### config.mk
export PLATFORM = sky130hd
export DESIGN_NAME = id_ex_stage
export DESIGN_NICKNAME = d
export VERILOG_FILES = /design/src/rtl/id_ex_stage.sv
export SDC_FILE = /design/constraint.sdc
export NUM_CORES = 1
export LEC_CHECK = 0
export ABC_CLOCK_PERIOD_IN_PS = 2800
export BUFFER_PORTS_ARGS = -buffer_cell sky130_fd_sc_hd__buf_2
export CAP_MARGIN = 20
export CORE_ASPECT_RATIO = 1.4
export CORE_MARGIN = 2
export CORE_UTILIZATION = 40
export DETAILED_ROUTE_END_ITERATION = 6
export PLACE_DENSITY = 0.68
export SLEW_MARGIN = 40
export SYNTH_ARGS = -nofsm -noshare
export SYNTH_HDL_FRONTEND = slang
export SYNTH_SLANG_ARGS = --single-unit
export TNS_END_PERCENT = 1
### constraint.sdc
create_clock -name clk -period 2.8 [get_ports clk]
set_input_delay 0.14 -clock clk [delete_from_list [all_inputs] [get_ports clk]]
set_output_delay 0.14 -clock clk [all_outputs]
set_load 0.05 [all_outputs]
### src/rtl/id_ex_stage.sv
// -----------------------------------------------------------------------------
// id_ex_stage
//
// ID/EX pipeline register and execute-entry operand network of a 5-stage
// RISC-V core. It captures one decoded instruction per cycle and resolves RAW
// hazards by forwarding results from the MEM and WB stages into the ALU
// operands. When a load in EX feeds the instruction in decode, it stalls
// decode and inserts a single bubble.
//
// Ports
//   clk, rst_n             rising-edge clock, asynchronous active-low reset
//   d_*                    decoded instruction (data, indices, control)
//   m_rd/m_reg_write/m_alu_result   EX/MEM forwarding source
//   w_rd/w_reg_write/w_result       MEM/WB forwarding source
//   flush_e                replace the instruction entering EX with a bubble
//   hold_e                 freeze the stage for a downstream stall
//   stall_d                freeze PC and IF/ID (load-use or hold)
//   e_valid, *_e           registered EX-slot contents
//   src_a, src_b           forwarded ALU operands
//   write_data_e           forwarded rs2 value for stores
// -----------------------------------------------------------------------------
module id_ex_stage #(
    parameter int XLEN = 32
) (
    input  logic            clk,
    input  logic            rst_n,

    // Decode stage
    input  logic            d_valid,
    input  logic [XLEN-1:0] d_rd1,
    input  logic [XLEN-1:0] d_rd2,
    input  logic [XLEN-1:0] d_imm,
    input  logic [XLEN-1:0] d_pc,
    input  logic [4:0]      d_rs1,
    input  logic [4:0]      d_rs2,
    input  logic [4:0]      d_rd,
    input  logic [3:0]      d_alu_control,
    input  logic            d_alu_src,
    input  logic            d_reg_write,
    input  logic            d_mem_read,
    input  logic            d_mem_write,
    input  logic            d_branch,
    input  logic            d_jump,
    input  logic [1:0]      d_result_src,

    // Forwarding sources
    input  logic [4:0]      m_rd,
    input  logic            m_reg_write,
    input  logic [XLEN-1:0] m_alu_result,
    input  logic [4:0]      w_rd,
    input  logic            w_reg_write,
    input  logic [XLEN-1:0] w_result,

    // Pipeline control
    input  logic            flush_e,
    input  logic            hold_e,
    output logic            stall_d,

    // Execute stage
    output logic            e_valid,
    output logic [XLEN-1:0] src_a,
    output logic [XLEN-1:0] src_b,
    output logic [3:0]      alu_control_e,
    output logic [XLEN-1:0] write_data_e,
    output logic [XLEN-1:0] pc_e,
    output logic [XLEN-1:0] imm_e,
    output logic [4:0]      rd_e,
    output logic [1:0]      result_src_e,
    output logic            reg_write_e,
    output logic            mem_read_e,
    output logic            mem_write_e,
    output logic            branch_e,
    output logic            jump_e
);

    // Everything held in the EX slot. An all-zero slot is a bubble: not valid,
    // no side effects, and rd/rs indices of x0 so nothing forwards or hazards.
    typedef struct packed {
        logic            valid;
        logic [XLEN-1:0] rd1;
        logic [XLEN-1:0] rd2;
        logic [XLEN-1:0] imm;
        logic [XLEN-1:0] pc;
        logic [4:0]      rs1;
        logic [4:0]      rs2;
        logic [4:0]      rd;
        logic [3:0]      alu_control;
        logic            alu_src;
        logic            reg_write;
        logic            mem_read;
        logic            mem_write;
        logic            branch;
        logic            jump;
        logic [1:0]      result_src;
    } ex_slot_t;

    // Operand source selected by the forwarding network.
    typedef enum logic [1:0] {
        FWD_RF  = 2'd0,
        FWD_WB  = 2'd1,
        FWD_MEM = 2'd2
    } fwd_sel_t;

    localparam ex_slot_t BUBBLE = '0;

    ex_slot_t ex_q;
    ex_slot_t ex_d;
    ex_slot_t dec_slot;
    logic     load_use;

    // -------------------------------------------------------------------------
    // Load-use hazard: the load in EX only has its data at the end of MEM, so
    // a dependent instruction in decode must wait one cycle and then pick the
    // value up from WB.
    // -------------------------------------------------------------------------
    assign load_use = d_valid && ex_q.valid && ex_q.mem_read && (ex_q.rd != 5'd0) &&
                      ((ex_q.rd == d_rs1) || (ex_q.rd == d_rs2));

    assign stall_d = load_use | hold_e;

    // Decode inputs packed into slot form.
    always_comb begin
        dec_slot.valid       = d_valid;
        dec_slot.rd1         = d_rd1;
        dec_slot.rd2         = d_rd2;
        dec_slot.imm         = d_imm;
        dec_slot.pc          = d_pc;
        dec_slot.rs1         = d_rs1;
        dec_slot.rs2         = d_rs2;
        dec_slot.rd          = d_rd;
        dec_slot.alu_control = d_alu_control;
        dec_slot.alu_src     = d_alu_src;
        dec_slot.reg_write   = d_reg_write;
        dec_slot.mem_read    = d_mem_read;
        dec_slot.mem_write   = d_mem_write;
        dec_slot.branch      = d_branch;
        dec_slot.jump        = d_jump;
        dec_slot.result_src  = d_result_src;
    end

    // -------------------------------------------------------------------------
    // Next-state selection. Flush beats hold so a taken branch always kills
    // the wrong-path instruction; hold beats load_use so the hazard check is
    // re-evaluated once the downstream stall releases.
    // -------------------------------------------------------------------------
    always_comb begin
        // NOTE: assign a default before any branch so no path leaves ex_d
        // unassigned, which would otherwise infer a latch.
        ex_d = ex_q;
        if (flush_e) begin
            ex_d = BUBBLE;
        end else if (hold_e) begin
            ex_d = ex_q;
        end else if (load_use) begin
            ex_d = BUBBLE;
        end else begin
            ex_d = dec_slot;
        end
    end

    always_ff @(posedge clk or negedge rst_n) begin
        if (!rst_n) begin
            ex_q <= BUBBLE;
        end else begin
            // NOTE: sequential state uses non-blocking assignment so every
            // flop samples its inputs from before the clock edge.
            ex_q <= ex_d;
        end
    end

    // -------------------------------------------------------------------------
    // Forwarding. MEM holds the younger result and wins over WB; x0 is never
    // forwarded since its architectural value is always zero. Runs even on a
    // bubble; the downstream enables are all zero then.
    // -------------------------------------------------------------------------
    function automatic fwd_sel_t fwd_select(input logic [4:0] rs);
        if (m_reg_write && (m_rd != 5'd0) && (m_rd == rs)) begin
            return FWD_MEM;
        end else if (w_reg_write && (w_rd != 5'd0) && (w_rd == rs)) begin
            return FWD_WB;
        end
        return FWD_RF;
    endfunction

    function automatic logic [XLEN-1:0] fwd_mux(input fwd_sel_t sel,
                                                input logic [XLEN-1:0] rf_val);
        case (sel)
            FWD_MEM: return m_alu_result;
            FWD_WB:  return w_result;
            default: return rf_val;
        endcase
    endfunction

    fwd_sel_t        fwd_a_sel;
    fwd_sel_t        fwd_b_sel;
    logic [XLEN-1:0] fwd_rs1;
    logic [XLEN-1:0] fwd_rs2;

    assign fwd_a_sel = fwd_select(ex_q.rs1);
    assign fwd_b_sel = fwd_select(ex_q.rs2);
    assign fwd_rs1   = fwd_mux(fwd_a_sel, ex_q.rd1);
    assign fwd_rs2   = fwd_mux(fwd_b_sel, ex_q.rd2);

    assign src_a        = fwd_rs1;
    assign src_b        = ex_q.alu_src ? ex_q.imm : fwd_rs2;
    // Stores need the forwarded rs2 even when SrcB is the offset immediate.
    assign write_data_e = fwd_rs2;

    // -------------------------------------------------------------------------
    // Registered EX outputs
    // -------------------------------------------------------------------------
    assign e_valid       = ex_q.valid;
    assign alu_control_e = ex_q.alu_control;
    assign pc_e          = ex_q.pc;
    assign imm_e         = ex_q.imm;
    assign rd_e          = ex_q.rd;
    assign result_src_e  = ex_q.result_src;
    assign reg_write_e   = ex_q.reg_write;
    assign mem_read_e    = ex_q.mem_read;
    assign mem_write_e   = ex_q.mem_write;
    assign branch_e      = ex_q.branch;
    assign jump_e        = ex_q.jump;

endmodule

Yosys cells after proc, flatten, opt, wreduce, memory -nomap -nowiden
Index checks and enable logic that the tools add are counted.
Widths: inputs -> output; s select.
{ "word_totals": {"register_bits": 156, "in_bits": 236, "out_inout_bits": 178, "wordCells": 58} }
{ "op_classes": {"eq_ne": 11, "mux": 16, "n_bitwise": 1, "reduce_logical": 14} }
{ "op_table": {"columns": ["cell", "n"], "rows": [
  ["$mux 156", 3],
  ["$pmux 32 s2", 2],
  ["$mux 32", 1],
  ["$eq 5x5->1", 6],
  ["$reduce_bool 5->1", 3],
  ["$mux 2", 6],
  ["$logic_and 1x1->1", 10],
  ["$eq 2x1->1 const B", 2],
  ["$eq 2x2->1 const B", 2],
  ["$mux 1", 4],
  ["$ne 2x2->1 const B", 1],
  ["$logic_or 1x1->1", 1],
  ["$or 1x1->1", 1]
]} }

Logic depth before layout (Yosys ltp)
{ "depth": {"ltp_word": 9, "mapped_depth": 7, "ltp_nobuf": 5} }

Worst setup path before layout
No wires, ideal clock.
{ "synth_path": {"kind": "reg2out", "start": "reg ex_q[20] (netlist bit)", "end": "out src_b[23]", "arrival_time_ns": 2.769, "required_ns": 2.660, "path_slack_ns": -0.109, "path_stages_with_launch": 7, "n_path_buf": 1, "path_cell_list": "dfrtp_1 xor2_1 nor4b_2 clkbuf_1 nand3_1 a31oi_1 mux2_2"} }
{ "synth_via": {"elab_chain_cells": 8, "word_cells_on_any_way": 12, "cone_classes": "4 x eq/ne; 6 x mux; 2 x reduce/logical"} }
{ "synth_rtl": {"columns": ["element", "line_no", "rtl"], "rows": [
  ["from (decl)", "106", "ex_slot_t ex_q;"],
  ["from (signal assigned)", "163", "ex_q <= BUBBLE;"],
  ["from (signal assigned)", "167", "ex_q <= ex_d;"],
  ["$eq 5x5->1", "179", "end else if (w_reg_write && (w_rd != 5'd0) && (w_rd == rs)) begin"],
  ["$logic_and 1x1->1", "179", null],
  ["$mux 1", "179", null],
  ["$mux 1", "177", "if (m_reg_write && (m_rd != 5'd0) && (m_rd == rs)) begin"],
  ["$mux 2 (*)", "182", "return FWD_RF;"],
  ["$eq 2x1->1 / $eq 2x2->1 (equally long branches)", "187", "case (sel)"],
  ["$pmux 32 s2 (*)", "187", null],
  ["named net write_data_e[23]", "64", "output logic [XLEN-1:0] write_data_e,"],
  ["$mux 32 (*)", "205", "assign src_b = ex_q.alu_src ? ex_q.imm : fwd_rs2;"],
  ["to (decl)", "62", "output logic [XLEN-1:0] src_b,"]
]} }
Mark *: on every way through the listed nets, which the timed path passes. The rest lies on a longest branch.

Worst setup path after layout
{ "layout_path": {"start": "reg ex_q[21] (netlist bit)", "end": "out src_b[11]"} }
{ "layout_via": {"elab_chain_cells": 8, "word_cells_on_any_way": 12, "cone_classes": "4 x eq/ne; 6 x mux; 2 x reduce/logical"} }
{ "layout_rtl": {"columns": ["element", "line_no"], "rows": [
  ["$eq 5x5->1", "179"],
  ["$logic_and 1x1->1", "179"],
  ["$mux 1", "179"],
  ["$mux 1", "177"],
  ["$mux 2 (*)", "182"],
  ["$eq 2x1->1 / $eq 2x2->1 (equally long branches)", "187"],
  ["$pmux 32 s2 (*)", "187"],
  ["$mux 32 (*)", "205"]
]} }
Every way passes the cells marked *; elsewhere a longest branch is shown, timed or not.

==> flow_results.xml <==
<?xml version="1.0" encoding="UTF-8"?>
<metrics>
  <group name="power_and_ir_drop">
    <metric name="total_leakage_power" unit="uW">0.00707</metric>
    <metric name="cell_pwr_density" unit="nW/um^2">469</metric>
    <metric name="finalPower" unit="uW">6990</metric>
    <metric name="peakVddDrop" unit="mV">0.424</metric>
  </group>
  <group name="floorplan">
    <metric name="design.portCount" unit="">414</metric>
    <metric name="placeableCoreArea" unit="sq um">26000</metric>
    <metric name="die_w" unit="um">141</metric>
    <metric name="initial_util" unit="">0.404</metric>
    <metric name="die_y" unit="um">196</metric>
    <metric name="fp-row-count" unit="">70</metric>
    <metric name="floorplan.die_area" unit="sq um">27600</metric>
  </group>
  <group name="sta">
    <metric name="post-route-worst-setup-slack" unit="ps">-6.32</metric>
    <metric name="fin_crit" unit="ps">2810</metric>
    <metric name="maxSlewViolCount" unit="">0</metric>
    <metric name="grt_setup_unrepaired" unit="">true</metric>
    <metric name="clock.fmax" unit="MHz">356</metric>
    <metric name="fin_hold_ws" unit="ps">37.5</metric>
    <metric name="finalHoldViolations" unit="">0</metric>
    <metric name="fin_skew" unit="ps">11.1</metric>
    <metric name="rel_slew_slack" unit="">0.595</metric>
    <metric name="setup_viol_count_final" unit="">2</metric>
    <metric name="max_slew.worst_pin.slew" unit="ps">607</metric>
    <metric name="fin_tns_setup" unit="ps">-11.3</metric>
    <metric name="final.period_utilization" unit="">1.00</metric>
  </group>
  <group name="detailed_routing">
    <metric name="drt-wirelength-per-cell" unit="um">22.0</metric>
    <metric name="drt.antenna.violating_nets" unit="">0</metric>
    <metric name="routed_via_density" unit="">5.62</metric>
    <metric name="routed_wl" unit="um">41600</metric>
    <metric name="vias" unit="">10600</metric>
    <metric name="first_pass_iteration_count_of_the_detailed_router" unit="">6</metric>
    <metric name="number_of_design_rule_violations_left_after_detail_routing" unit="">0</metric>
    <metric name="drtIter0Drc" unit="">814</metric>
  </group>
  <group name="global_route">
    <metric name="gr-usage-all-layers" unit="">0.295</metric>
    <metric name="grt_overflow" unit="">0</metric>
    <metric name="grt_first_pass_wirelength" unit="um">62800</metric>
    <metric name="antenna_found_initial" unit="">3</metric>
    <metric name="grt_max_degree" unit="">115</metric>
    <metric name="grt_pass1_vias" unit="">10700</metric>
  </group>
  <group name="critical_path">
    <metric name="worstSetupPathType" unit="">reg -&gt; out</metric>
    <metric name="critical_path.endpoint" unit="">src_b[11]</metric>
    <metric name="worst_path_slowest_cell" unit="">or4b_4</metric>
    <metric name="cp.arrival" unit="ps">2670</metric>
    <metric name="critPathMaxFanout" unit="">8</metric>
    <metric name="regToRegStartpoint" unit="">rd_e[1]$_DFFE_PN0P_</metric>
    <metric name="crit_path_start" unit="">ex_q[21]$_DFFE_PN0P_</metric>
    <metric name="setup_crit_end_kind" unit="">output pin</metric>
    <metric name="worstSetupStartpointType" unit="">register</metric>
    <metric name="depth_of_the_worst_register_to_register_path" unit="">6</metric>
    <metric name="reg2reg_slack" unit="ps">450</metric>
    <metric name="timing.critical_path.slowest_cell_delay" unit="ps">750</metric>
    <metric name="required" unit="ps">2660</metric>
    <metric name="worst_r2r_endpoint" unit="">pc_e[7]$_DFFE_PN0P_</metric>
    <metric name="cp_cell_sequence" unit="">xor2_4, or4b_4, o21ai_4, a31oi_4, mux2_2, buf_2</metric>
  </group>
  <group name="clock_tree">
    <metric name="cts.sinks" unit="">156</metric>
    <metric name="cts_bufs_inserted" unit="">17</metric>
    <metric name="clk_root_buffer_cell" unit="">clkbuf_16</metric>
    <metric name="clock_pin_slew_reported_for_the_worst_setup_and_hold_paths_after_clock_tree_synthesis" unit="ps">70</metric>
    <metric name="ctsLongestPathBuffers" unit="">2</metric>
    <metric name="tritoncts" unit="">yes</metric>
    <metric name="insertion_delay" unit="ps">440</metric>
    <metric name="number_of_levels_the_h_tree_was_split_into" unit="">4</metric>
  </group>
  <group name="synthesis">
    <metric name="synth.avg_cell_area" unit="sq um">9.32</metric>
    <metric name="post_synth_most_frequent_cells" unit="">156 x dfrtp_1, 156 x inv_1, 156 x o41ai_1</metric>
    <metric name="post-synth-top-area-fraction" unit="">0.372</metric>
    <metric name="synth-edff-count" unit="">0</metric>
    <metric name="synth_register_bits" unit="">156</metric>
    <metric name="yosys_warnings" unit="">0</metric>
    <metric name="ys_async_sr_fraction" unit="">1.00</metric>
    <metric name="synthesis.nets" unit="">1363</metric>
    <metric name="synth.yosys.seq_area_share" unit="">0.372</metric>
    <metric name="post_synth_num_cell_types" unit="">36</metric>
    <metric name="postSynth.topFlopCell" unit="">dfrtp_1</metric>
    <metric name="synth.cell_area" unit="sq um">10500</metric>
    <metric name="ys_top_cells_by_area" unit="">dfrtp_1 37%, o41ai_1 13%, nand3b_1 8.2%</metric>
    <metric name="synthDominantAreaCellType" unit="">dfrtp_1</metric>
    <metric name="postSynthCellCount" unit="">1127</metric>
  </group>
  <group name="placed_design">
    <metric name="routabilityCongestion" unit="">0.894</metric>
    <metric name="io_buffers" unit="">413</metric>
    <metric name="dp_hpwl" unit="um">26900</metric>
    <metric name="preCtsSetupSlack" unit="ps">326</metric>
  </group>
  <group name="status">
    <metric name="violations" unit="">negative setup slack</metric>
    <metric name="outcome" unit="">complete, but fails checks</metric>
  </group>
  <group name="cells_and_area">
    <metric name="nNetsFinal" unit="">1788</metric>
    <metric name="flow.area_growth_from_synthesis" unit="%">42.0</metric>
    <metric name="drive_above_1_share" unit="">0.379</metric>
  </group>
  <group name="min_path">
    <metric name="worstHoldPathType" unit="">in -&gt; reg</metric>
  </group>
  <group name="flow_run">
    <metric name="maxCapViolations" unit="">0</metric>
  </group>
</metrics>
-- power breakdown --
group	internal [uW]	switching, uW
clock network	1280	1040
logic	741	1420
registers	2380	124
-- through the flow --
stage | area (sq um) | util | cells
finish | 14900 | 0.573 | 1892
global route | 14900 | 0.573 | 1891
CTS | 14800 | 0.569 | 1888
detailed placement | 12300 | 0.473 | 1698
global placement | 12300 | 0.473 | 1698
floorplan | 10500 | - | 1127
-- sequential cells by signal (all words and copies together) (netlist names), 2 cells and up --
signal,flops
ex_q,75
imm_e,32
pc_e,32
rd_e,5
alu_control_e,4
result_src_e,2
-- worst min path at each step --
| stage | cells after the start | startpoint | slack, ps | to |
|---|---|---|---|---|
| final | 3 | d_rs2[1] | 40 | ex_q[18]$_DFFE_PN0P_ |
| after CTS | 3 | d_rs2[1] | 2 | ex_q[18]$_DFFE_PN0P_ |
| after detailed placement | 1 | rst_n | -60 | pc_e[30]$_DFFE_PN0P_ |
| after global routing | 3 | d_rs2[1] | 5 | ex_q[18]$_DFFE_PN0P_ |
| after floorplan | 0 | rst_n | -160 | alu_control_e[0]$_DFFE_PN0P_ |
| after global placement | 1 | rst_n | -60 | pc_e[30]$_DFFE_PN0P_ |
-- placed cells by master, fill, tap and decap left out, drive strengths merged --
cell | netlist | final
clkbuf | 94 | 33
inv | 156 | 158
buf | 99 | 429
mux2i | 32 | 32
diode | 0 | 3
nor2 | 33 | 33
mux2 | 32 | 32
or4 | 4 | 4
nor2b | 1 | 1
clkinvlp | 0 | 6
or2 | 2 | 2
xor2 | 13 | 13
bufinv | 0 | 1
o41ai | 156 | 156
a31oi | 32 | 32
dlygate4sd3 | 0 | 155
nor4b | 1 | 1
xnor2 | 17 | 17
nand3b | 114 | 114
nor3 | 34 | 34
o211a | 1 | 1
o2111ai | 1 | 1
a21oi | 33 | 33
nand2 | 42 | 42
o211ai | 2 | 2
nand4 | 2 | 2
nand3 | 35 | 35
clkinv | 0 | 2
dfrtp | 156 | 156
nor4 | 1 | 1
o21ai | 33 | 33
or4b | 1 | 4
-- timing repair --
action,in CTS,in global routing
endpoints found under the setup margin,33,37
hold buffers,154,1
cloned,3,0
gates resized for setup,63,34
buffers inserted,1,0
endpoints found under the hold margin,309,1
pin swaps,7,4
-- critical path: cells and delay by family (launching register included) --
family,cells,cell delay [ps]
buffers and inverters,1,210
AND/OR/NAND/NOR,1,750
AO/OA/AOI/OAI,2,330
XOR/XNOR,1,200
flip-flops,1,460
multiplexers,1,270
-- routing by layer --
metal  up-vias  share of wire  GRT usage
li1       4849              -          -
met1      5158           0.40      0.366
met2       511           0.49      0.496
met3       120          0.058     0.0608
met4         2          0.046      0.132
met5         -        0.00017          0
-- cell families after synthesis --
kind of cell    Yosys count  synth area share
buf+inv                 349             0.158
simple gates            270             0.152
xor+xnor                 30            0.0250
compound gates          258             0.229
flops                   156             0.372
mux                      64            0.0648
-- cell type report --
class	count	area [sq um]
multi-input combinational	625	5360
clock inverter	11	110
clock buffer	21	460
tap	324	405
sequential	156	3910
fill	2230	11100
inverter	156	586
timing repair buffer	596	4070
antenna	3	7.51
Power figures use the tool's default switching activity.
